$ cat src/rtl/mux8_rr_arbiter_pkg.sv
// mux8_arb_pkg: shared sizes, state and select types for the 8-way round-robin arbiter
package mux8_arb_pkg;
    localparam int NREQ = 8;
    localparam int SEL_W = 3;
    typedef enum logic {IDLE, BUSY} arb_state_t;
    typedef logic [SEL_W-1:0] sel_t;
endpackage

$ cat src/rtl/mux8_rr_arbiter_if.sv
// mux8_rr_arbiter_if: producer-side request/data bundle plus downstream valid/ready channel
// Ports: req/din/out_ready driven by master; out_valid/out_data/sel/gnt/ack driven by slave (arbiter).
interface mux8_rr_arbiter_if
    import mux8_arb_pkg::*;
#(
    parameter int W = 4
);
    logic [NREQ-1:0] req;
    logic [NREQ-1:0][W-1:0] din;
    logic out_ready;
    logic out_valid;
    logic [W-1:0] out_data;
    sel_t sel;
    logic [NREQ-1:0] gnt;
    logic [NREQ-1:0] ack;
    modport master (output req, din, out_ready, input out_valid, out_data, sel, gnt, ack);
    modport slave (input req, din, out_ready, output out_valid, out_data, sel, gnt, ack);
endinterface

$ cat src/rtl/mux8_rr_arbiter_rr_pick8.sv
// rr_pick8: first set request at or after ptr, searching circularly over 8 requesters
// Ports: req in 8, ptr in 3; any out (some request set), idx out 3 (winner).
module rr_pick8
    import mux8_arb_pkg::*;
(
    input  logic [NREQ-1:0] req,
    input  sel_t            ptr,
    output logic            any,
    output sel_t            idx
);
    logic [NREQ-1:0] rot;
    sel_t off;
    // Rotating req so ptr lands on bit 0 turns the circular search into a lowest-set-bit search.
    always_comb begin
        rot = NREQ'({req, req} >> ptr);
        off = '0;
        for (int i = NREQ - 1; i >= 0; i--) off = rot[i] ? SEL_W'(i) : off;
    end
    assign any = |req;
    assign idx = ptr + off;
endmodule

$ cat src/rtl/mux8_rr_arbiter.sv
// mux8_rr_arbiter: round-robin, burst-bounded arbiter steering an 8:1 data mux to one valid/ready sink
// Ports: clk, rst (async, active-high); bus (slave): req/din/out_ready in, out_valid/out_data/sel/gnt/ack out.
// Optional MUX8_ARB_STATS_EN: stats_clr in (sync clear), beat_count out (saturating accepted-beat count).
module mux8_rr_arbiter
    import mux8_arb_pkg::*;
#(
    parameter int W = 4,
    parameter int BURST_LEN = 4
) (
    input  logic        clk,
    input  logic        rst,
`ifdef MUX8_ARB_STATS_EN
    input  logic        stats_clr,
    output logic [15:0] beat_count,
`endif
    mux8_rr_arbiter_if.slave bus
);
    localparam int BCW = $clog2(BURST_LEN + 1);
    arb_state_t state;
    sel_t sel, ptr, idx;
    logic [NREQ-1:0] gnt;
    logic [BCW-1:0] beat_cnt;
    logic any, valid, accept;
    rr_pick8 u_pick (.req(bus.req), .ptr(ptr), .any(any), .idx(idx));
    assign valid = (state == BUSY) && bus.req[sel];
    assign accept = valid && bus.out_ready;
    assign bus.out_valid = valid;
    assign bus.sel = sel;
    assign bus.gnt = gnt;
    assign bus.ack = accept ? gnt : '0;
    assign bus.out_data = W'(bus.din[sel]);
    // Every release (burst done or request withdrawn) returns to IDLE, giving one bubble per rotation.
    always_ff @(posedge clk or posedge rst) begin
        if (rst) begin
            state <= IDLE;
            gnt <= '0;
            sel <= '0;
            ptr <= '0;
            beat_cnt <= '0;
        end else if (state == IDLE) begin
            if (any) begin
                sel <= idx;
                gnt <= NREQ'(1) << idx;
                beat_cnt <= '0;
                state <= BUSY;
            end
        end else if (accept) begin
            beat_cnt <= beat_cnt + 1'b1;
            if (beat_cnt == BCW'(BURST_LEN - 1)) begin
                state <= IDLE;
                gnt <= '0;
                ptr <= sel + 1'b1;
            end
        end else if (!bus.req[sel]) begin
            state <= IDLE;
            gnt <= '0;
            ptr <= sel + 1'b1;
        end
    end
`ifdef MUX8_ARB_STATS_EN
    always_ff @(posedge clk or posedge rst) begin
        if (rst) beat_count <= '0;
        else if (stats_clr) beat_count <= '0;
        else if (accept && beat_count != 16'hFFFF) beat_count <= beat_count + 1'b1;
    end
`endif
endmodule

$ cat src/flat_wrapper.sv
// flat-port wrapper written by rule: the top's interface ports become plain ports
module mux8_rr_arbiter_flat import mux8_arb_pkg::*;
#(
    parameter int W = 4,
    parameter int BURST_LEN = 4
)
  (clk, rst, bus_req, bus_din, bus_out_ready, bus_out_valid, bus_out_data, bus_sel, bus_gnt, bus_ack);
  mux8_rr_arbiter_if #(.W(W)) bus_i ();
  input  logic clk;
  input  logic rst;
  input wire logic [$bits(bus_i.req)-1:0] bus_req;
  input wire logic [$bits(bus_i.din)-1:0] bus_din;
  input wire logic [$bits(bus_i.out_ready)-1:0] bus_out_ready;
  output wire logic [$bits(bus_i.out_valid)-1:0] bus_out_valid;
  output wire logic [$bits(bus_i.out_data)-1:0] bus_out_data;
  output wire logic [$bits(bus_i.sel)-1:0] bus_sel;
  output wire logic [$bits(bus_i.gnt)-1:0] bus_gnt;
  output wire logic [$bits(bus_i.ack)-1:0] bus_ack;
  assign bus_i.req = bus_req;
  assign bus_i.din = bus_din;
  assign bus_i.out_ready = bus_out_ready;
  assign bus_out_valid = bus_i.out_valid;
  assign bus_out_data = bus_i.out_data;
  assign bus_sel = bus_i.sel;
  assign bus_gnt = bus_i.gnt;
  assign bus_ack = bus_i.ack;
  mux8_rr_arbiter #(.W(W), .BURST_LEN(BURST_LEN)) u_core (.clk(clk), .rst(rst), .bus(bus_i));
endmodule
$ cat config.mk
export PLATFORM = sky130hd
export DESIGN_NAME = mux8_rr_arbiter_flat
export DESIGN_NICKNAME = d
export VERILOG_FILES = /design/src/rtl/mux8_rr_arbiter_pkg.sv /design/src/rtl/mux8_rr_arbiter_if.sv /design/src/rtl/mux8_rr_arbiter_rr_pick8.sv /design/src/rtl/mux8_rr_arbiter.sv /design/src/flat_wrapper.sv
export SDC_FILE = /design/constraint.sdc
export NUM_CORES = 1
export LEC_CHECK = 0
export ABC_CLOCK_PERIOD_IN_PS = 10600
export CAP_MARGIN = 15
export CORE_ASPECT_RATIO = 1.5
export CORE_MARGIN = 2
export CORE_UTILIZATION = 45
export DETAILED_ROUTE_END_ITERATION = 16
export PLACE_DENSITY = 0.9
export SYNTH_ARGS = -nofsm -noshare
export SYNTH_HDL_FRONTEND = slang
export SYNTH_HIERARCHICAL = 1
export SYNTH_SLANG_ARGS = --single-unit
$ cat constraint.sdc
create_clock -name clk -period 10.6 [get_ports clk]
set_input_delay 1.59 -clock clk [delete_from_list [all_inputs] [get_ports clk]]
set_output_delay 1.59 -clock clk [all_outputs]
set_load 0.005 [all_outputs]
---- After elaboration in Yosys (flattened, before gate mapping) ----
Index checks and enable logic that the tools add are counted.
storage, ports and cells
  bits in registers ....................... 18
  input bits .............................. 43
  output and inout port bits .............. 24
  logic and storage cells ................. 55
operators by class
  add/sub/neg operators ................... 3
  order comparisons ....................... 1
  eq/ne operators ......................... 6
  shift operators ......................... 2
  mux-type cells .......................... 29
  bitwise gates (word level) .............. 1
  reduce and logical (&&, ||, !) cells .... 8
operator list
  operator                                                                       count
  8-bit two-way mux                                                              6
  3-bit two-way mux                                                              14
  16-bit by 3-bit >> shifter with 8-bit output                                   1
  4-bit binary-select mux with 3-bit select                                      1
  8-bit OR reduction                                                             1
  1-bit by 3-bit << shifter with 8-bit output (first input constant)             1
  3-bit by 1-bit adder with 3-bit output (second input constant)                 2
  1-bit two-way mux                                                              6
  3-bit inequality test (second input constant)                                  2
  3-bit AND reduction                                                            2
  3-bit by 4-bit less-than comparator with 1-bit output (second input constant)  1
  4-bit two-way mux                                                              1
  2-bit inequality test (second input constant)                                  2
  2-bit AND reduction                                                            2
  3-bit adder                                                                    1
  1-bit binary-select mux with 3-bit select                                      1
  3-bit by 2-bit equality test with 1-bit output (second input constant)         1
  1-bit logical AND                                                              2
  2-bit by 1-bit inequality test with 1-bit output (second input constant)       1
  2-bit nonzero test                                                             1
  1-bit inverter                                                                 1

---- Logic depth before layout (Yosys ltp) ----
  depth in word-level cells ............... 13
  gate-level depth with buffers ........... 14
  gate-level depth less buffers ........... 13

---- Cells and area by module ----
Netlist, hierarchy kept.
modules (own cells, without submodules)
  module           times used  cells each  area an instance (um2)  seq. area each (um2)
  mux8_rr_arbiter  1           121         1307.5                  450.4
  rr_pick8         1           50          519.2                   0.0

---- Worst setup path after synthesis ----
OpenSTA, ideal clock, no wires.
  kind .................................... input -> register
  start ................................... in bus_req[7]
  end ..................................... reg u_core.gnt[4], in the netlist u_core/bus.gnt[4]
  library setup time ...................... 83 ps
  data arrival time ....................... 4282 ps
  data required time ...................... 10517 ps
  slack ................................... 6235 ps
  cell stages on the path ................. 13
  path buffers ............................ 0
  cell sequence ........................... mux4_1 -> mux2i_1 -> o311ai_0 -> a21bo_2 -> a31oi_1 -> ha_1 -> inv_1 -> fa_1 -> xnor2_1 -> xnor2_1 -> nand2b_1 -> or3_1 -> o21ai_0
on the way
  cells in the longest elaborated chain, start to end .. 13
  elaborated cells between the ends (all ways) .. 23
ends and longest elaborated chain
  element                                         line                            source
  from (decl)                                     flat_wrapper.sv:11              input wire logic [$bits(bus_i.req)-1:0] bus_req;
  16-bit by 3-bit >> shifter with 8-bit output *  mux8_rr_arbiter_rr_pick8.sv:15  rot = NREQ'({req, req} >> ptr);
  3-bit two-way mux (7 in a row)                  mux8_rr_arbiter_rr_pick8.sv:17  for (int i = NREQ - 1; i >= 0; i--) off = rot[i] ? SEL_W'(i) : off;
  3-bit two-way mux *                             mux8_rr_arbiter_rr_pick8.sv:17
  3-bit adder *                                   mux8_rr_arbiter_rr_pick8.sv:20  assign idx = ptr + off;
  net u_core.idx[2]                               mux8_rr_arbiter.sv:20           sel_t sel, ptr, idx;
  1-bit by 3-bit << shifter with 8-bit output *   mux8_rr_arbiter.sv:43           gnt <= NREQ'(1) << idx;
  8-bit two-way mux *                             mux8_rr_arbiter.sv:41           if (any) begin
  8-bit two-way mux *                             mux8_rr_arbiter.sv:40           end else if (state == IDLE) begin
  to (signal assigned)                            mux8_rr_arbiter.sv:43
  to (decl)                                       mux8_rr_arbiter.sv:21           logic [NREQ-1:0] gnt;
Mark *: on every way through the listed nets, which the timed path passes. The rest lies on a longest branch. The select of a mux whose other input is x is not followed.
A chain may end at the register's enable or synchronous reset.

---- Worst setup path in the final report ----
  start ................................... in bus_req[5]
  end ..................................... out bus_ack[6]
on the way
  cells in the longest elaborated chain, start to end .. 5
ends and longest elaborated chain
  element                                    line                   source
  1-bit binary-select mux with 3-bit select  mux8_rr_arbiter.sv:25  assign valid = (state == BUSY) && bus.req[sel];
  1-bit two-way mux (not written as such)    mux8_rr_arbiter.sv:25
  1-bit logical AND                          mux8_rr_arbiter.sv:25
  1-bit logical AND                          mux8_rr_arbiter.sv:26  assign accept = valid && bus.out_ready;
  8-bit two-way mux                          mux8_rr_arbiter.sv:30  assign bus.ack = accept ? gnt : '0;
  to (decl)                                  flat_wrapper.sv:18     output wire logic [$bits(bus_i.ack)-1:0] bus_ack;
No other way between the ends. The select of a mux whose other input is x is not followed.

==> impl_metrics.tcl <==
set metrics [dict create \
    r2r_cells 13 \
    leakage_uw 0.00103 \
    rsz0062_at_grt "false" \
    dieHeight_um 82.0 \
    fin_skew_ps 4.12 \
    dp_cells 272 \
    first_global_vias 1574 \
    syn2layout_area_growth_pct 37.8 \
    grt_max_degree 19 \
    yosysTopAreaCell "dfrtp_1" \
    yosysSeqAreaShare 0.247 \
    rows 28 \
    setup_slack_ps 5410 \
    numCtsBuffers 3 \
    critPathRequiredTime_ps 9010 \
    insertion_delay_ps 250 \
    ys_async_sr_fraction 1.00 \
    grt.total_usage 0.200 \
    cts_buffer_depth 2 \
    ys_ff_latch 18 \
    synth_warnings 6 \
    post_cts_resized 0 \
    critical_path_class "in2out" \
    synth_edf_count 0 \
    grt_pass1_wl_um 7190 \
    hold_viol_final 0 \
    cp.arrival_ps 3600 \
    cp_max_fo 11 \
    start_util 0.466 \
    fmax_ghz 0.193 \
    wirelength_um 4270 \
    min_path_type "reg2reg" \
    maxCapViolCount 0 \
    dpl_cell_area_mm2 0.00246 \
    h-tree-depth 1 \
    coreArea_mm2 0.00392 \
    ant_nets 0 \
    synth_cells 171 \
    die_w_um 56.0 \
    root_buffer "clkbuf_8" \
    power_uw 706 \
    synth_common_cells "inv_1, dfrtp_1, nand2_1" \
    yosysMostFrequentCell "inv_1" \
    antennaDiodeCount 0 \
    post-dp-hpwl_um 3360 \
    ctsHoldBuffers 0 \
    drc_errors 0 \
    drt_first_pass_iters 4 \
    synth-main-ff-cell "dfrtp_1" \
    synth.avg_cell_area_um2 10.7 \
    vias 1601 \
    fin_crit_ps 5190 \
    setup_viol 0 \
    setup_tns_ps 0 \
    reg2reg_slack_ps 6760 \
    grt_antenna_before_repair 0 \
    worst_pin_slew_ps 836 \
    vias_per_cell 5.80 \
    peakVddDrop_v 0.000203 \
    port_buffers 66 \
    synthesis.nets 219 \
    synth_area_mm2 0.00183 \
    io-pin-count 67 \
    final_nets 280 \
    outcome "finished, final reports clean" \
    yosysUniqueCellTypes 41 \
    clkSlewWorstSetupHoldPaths_ps 70 \
    power_density_mw_per_mm2 280 \
    drt-initial-drc-count 42 \
    cts_tree "done" \
    final.period_utilization 0.489 \
    post-cts-setup-buffers 0 \
    slew-limit-headroom 0.443 \
    drive_gt1_frac 0.139 \
    synth_top_area_share 0.247 \
    gr-total-overflow 0 \
    wire_per_inst_um 15.5 \
    die-area_mm2 0.00460 \
    stdcell_area_mm2 0.00252 \
    globalplace.congestion 0.817 \
    cp-end-kind "primary output" \
    place_ws_ps 5370 \
    final_cells 276 \
    cts.sinks 18 \
    synth.area.top_cells "dfrtp_1, mux4_1, mux4_2" \
    start_kind "primary input" \
    whs_path_depth 1 \
    slew_viol_final 0 \
]
[routing by layer]
layer	track usage	wire (um)
met1	0.218	1560
met2	0.374	2420
met3	0.0205	117
met4	0.119	184
met5	0	0
[path summary, 6_finish.rpt]
kind	from	to
worst max-delay path	bus_req[5]	bus_ack[6]
max in group asynchronous	rst	u_core/bus.sel[2]
min in group asynchronous	rst	u_core/beat_cnt[2]
worst min-delay path	u_core/beat_cnt[0]	u_core/beat_cnt[0]
worst max register to register	u_core/ptr[0]	u_core/bus.gnt[4]
worst min register to register	u_core/beat_cnt[0]	u_core/beat_cnt[0]
[state kept, by name, indices dropped and copies added, names as in the netlist]
register / count
u_core/beat_cnt: 3
u_core/bus.gnt: 8
u_core/bus.sel: 3
u_core/ptr: 3
u_core/state: 1
[cell families (layout without fill, tap and decap cells)]
logic type,count (synthesis),after routing,synth area share
buffers and inverters,29,89,0.0836
DFF,18,18,0.247
xor gates and xnor gates,3,3,0.0144
adders and majority gates,5,5,0.0384
AOI/OAI and AO/OA,24,24,0.125
and+or+nand+nor,52,52,0.142
muxes,40,40,0.349
[cells in the final DEF (no fill, tap or decap), types with 7 or more instances in the layout]
| cell | synthesis | layout |
|---|---|---|
| inv_1 | 19 | 19 |
| mux2i_1 | 12 | 12 |
| nand3_1 | 12 | 12 |
| mux4_1 | 7 | 7 |
| nand2_1 | 14 | 14 |
| mux4_2 | 8 | 8 |
| nor2_1 | 12 | 12 |
| dfrtp_1 | 18 | 18 |
| clkdlybuf4s50_1 | 0 | 66 |
| mux2_2 | 11 | 11 |
[critical path: stages]
cell and delay (ps):
clkdlybuf4s50_1 580, mux2i_1 150, a22oi_4 360, nand4_4 250, nor2_1 150, clkdlybuf4s50_1 520
[stage by stage]
step,hold WS [ps],util
3_5_place_dp,499,0.628
6_report,495,0.642
2_1_floorplan,452,-
3_3_place_gp,479,0.628
5_1_grt,532,0.642
4_1_cts,507,0.642
[final cells by class]
| class | count | area (um^2) |
|---|---|---|
| fill | 315 | 1410 |
| timing repair buffer | 66 | 661 |
| multi-input combinational | 124 | 1220 |
| sequential | 18 | 450 |
| tap | 45 | 56.3 |
| clock buffer | 4 | 55.1 |
| inverter | 19 | 71.3 |
[power breakdown]
group | internal [uW] | total [uW] | switching [uW]
sequential | 94.0 | 157 | 63.1
combinational | 268 | 494 | 225
clock | 33.0 | 54.8 | 21.9
No activity file was read; power rests on OpenSTA's default activity.
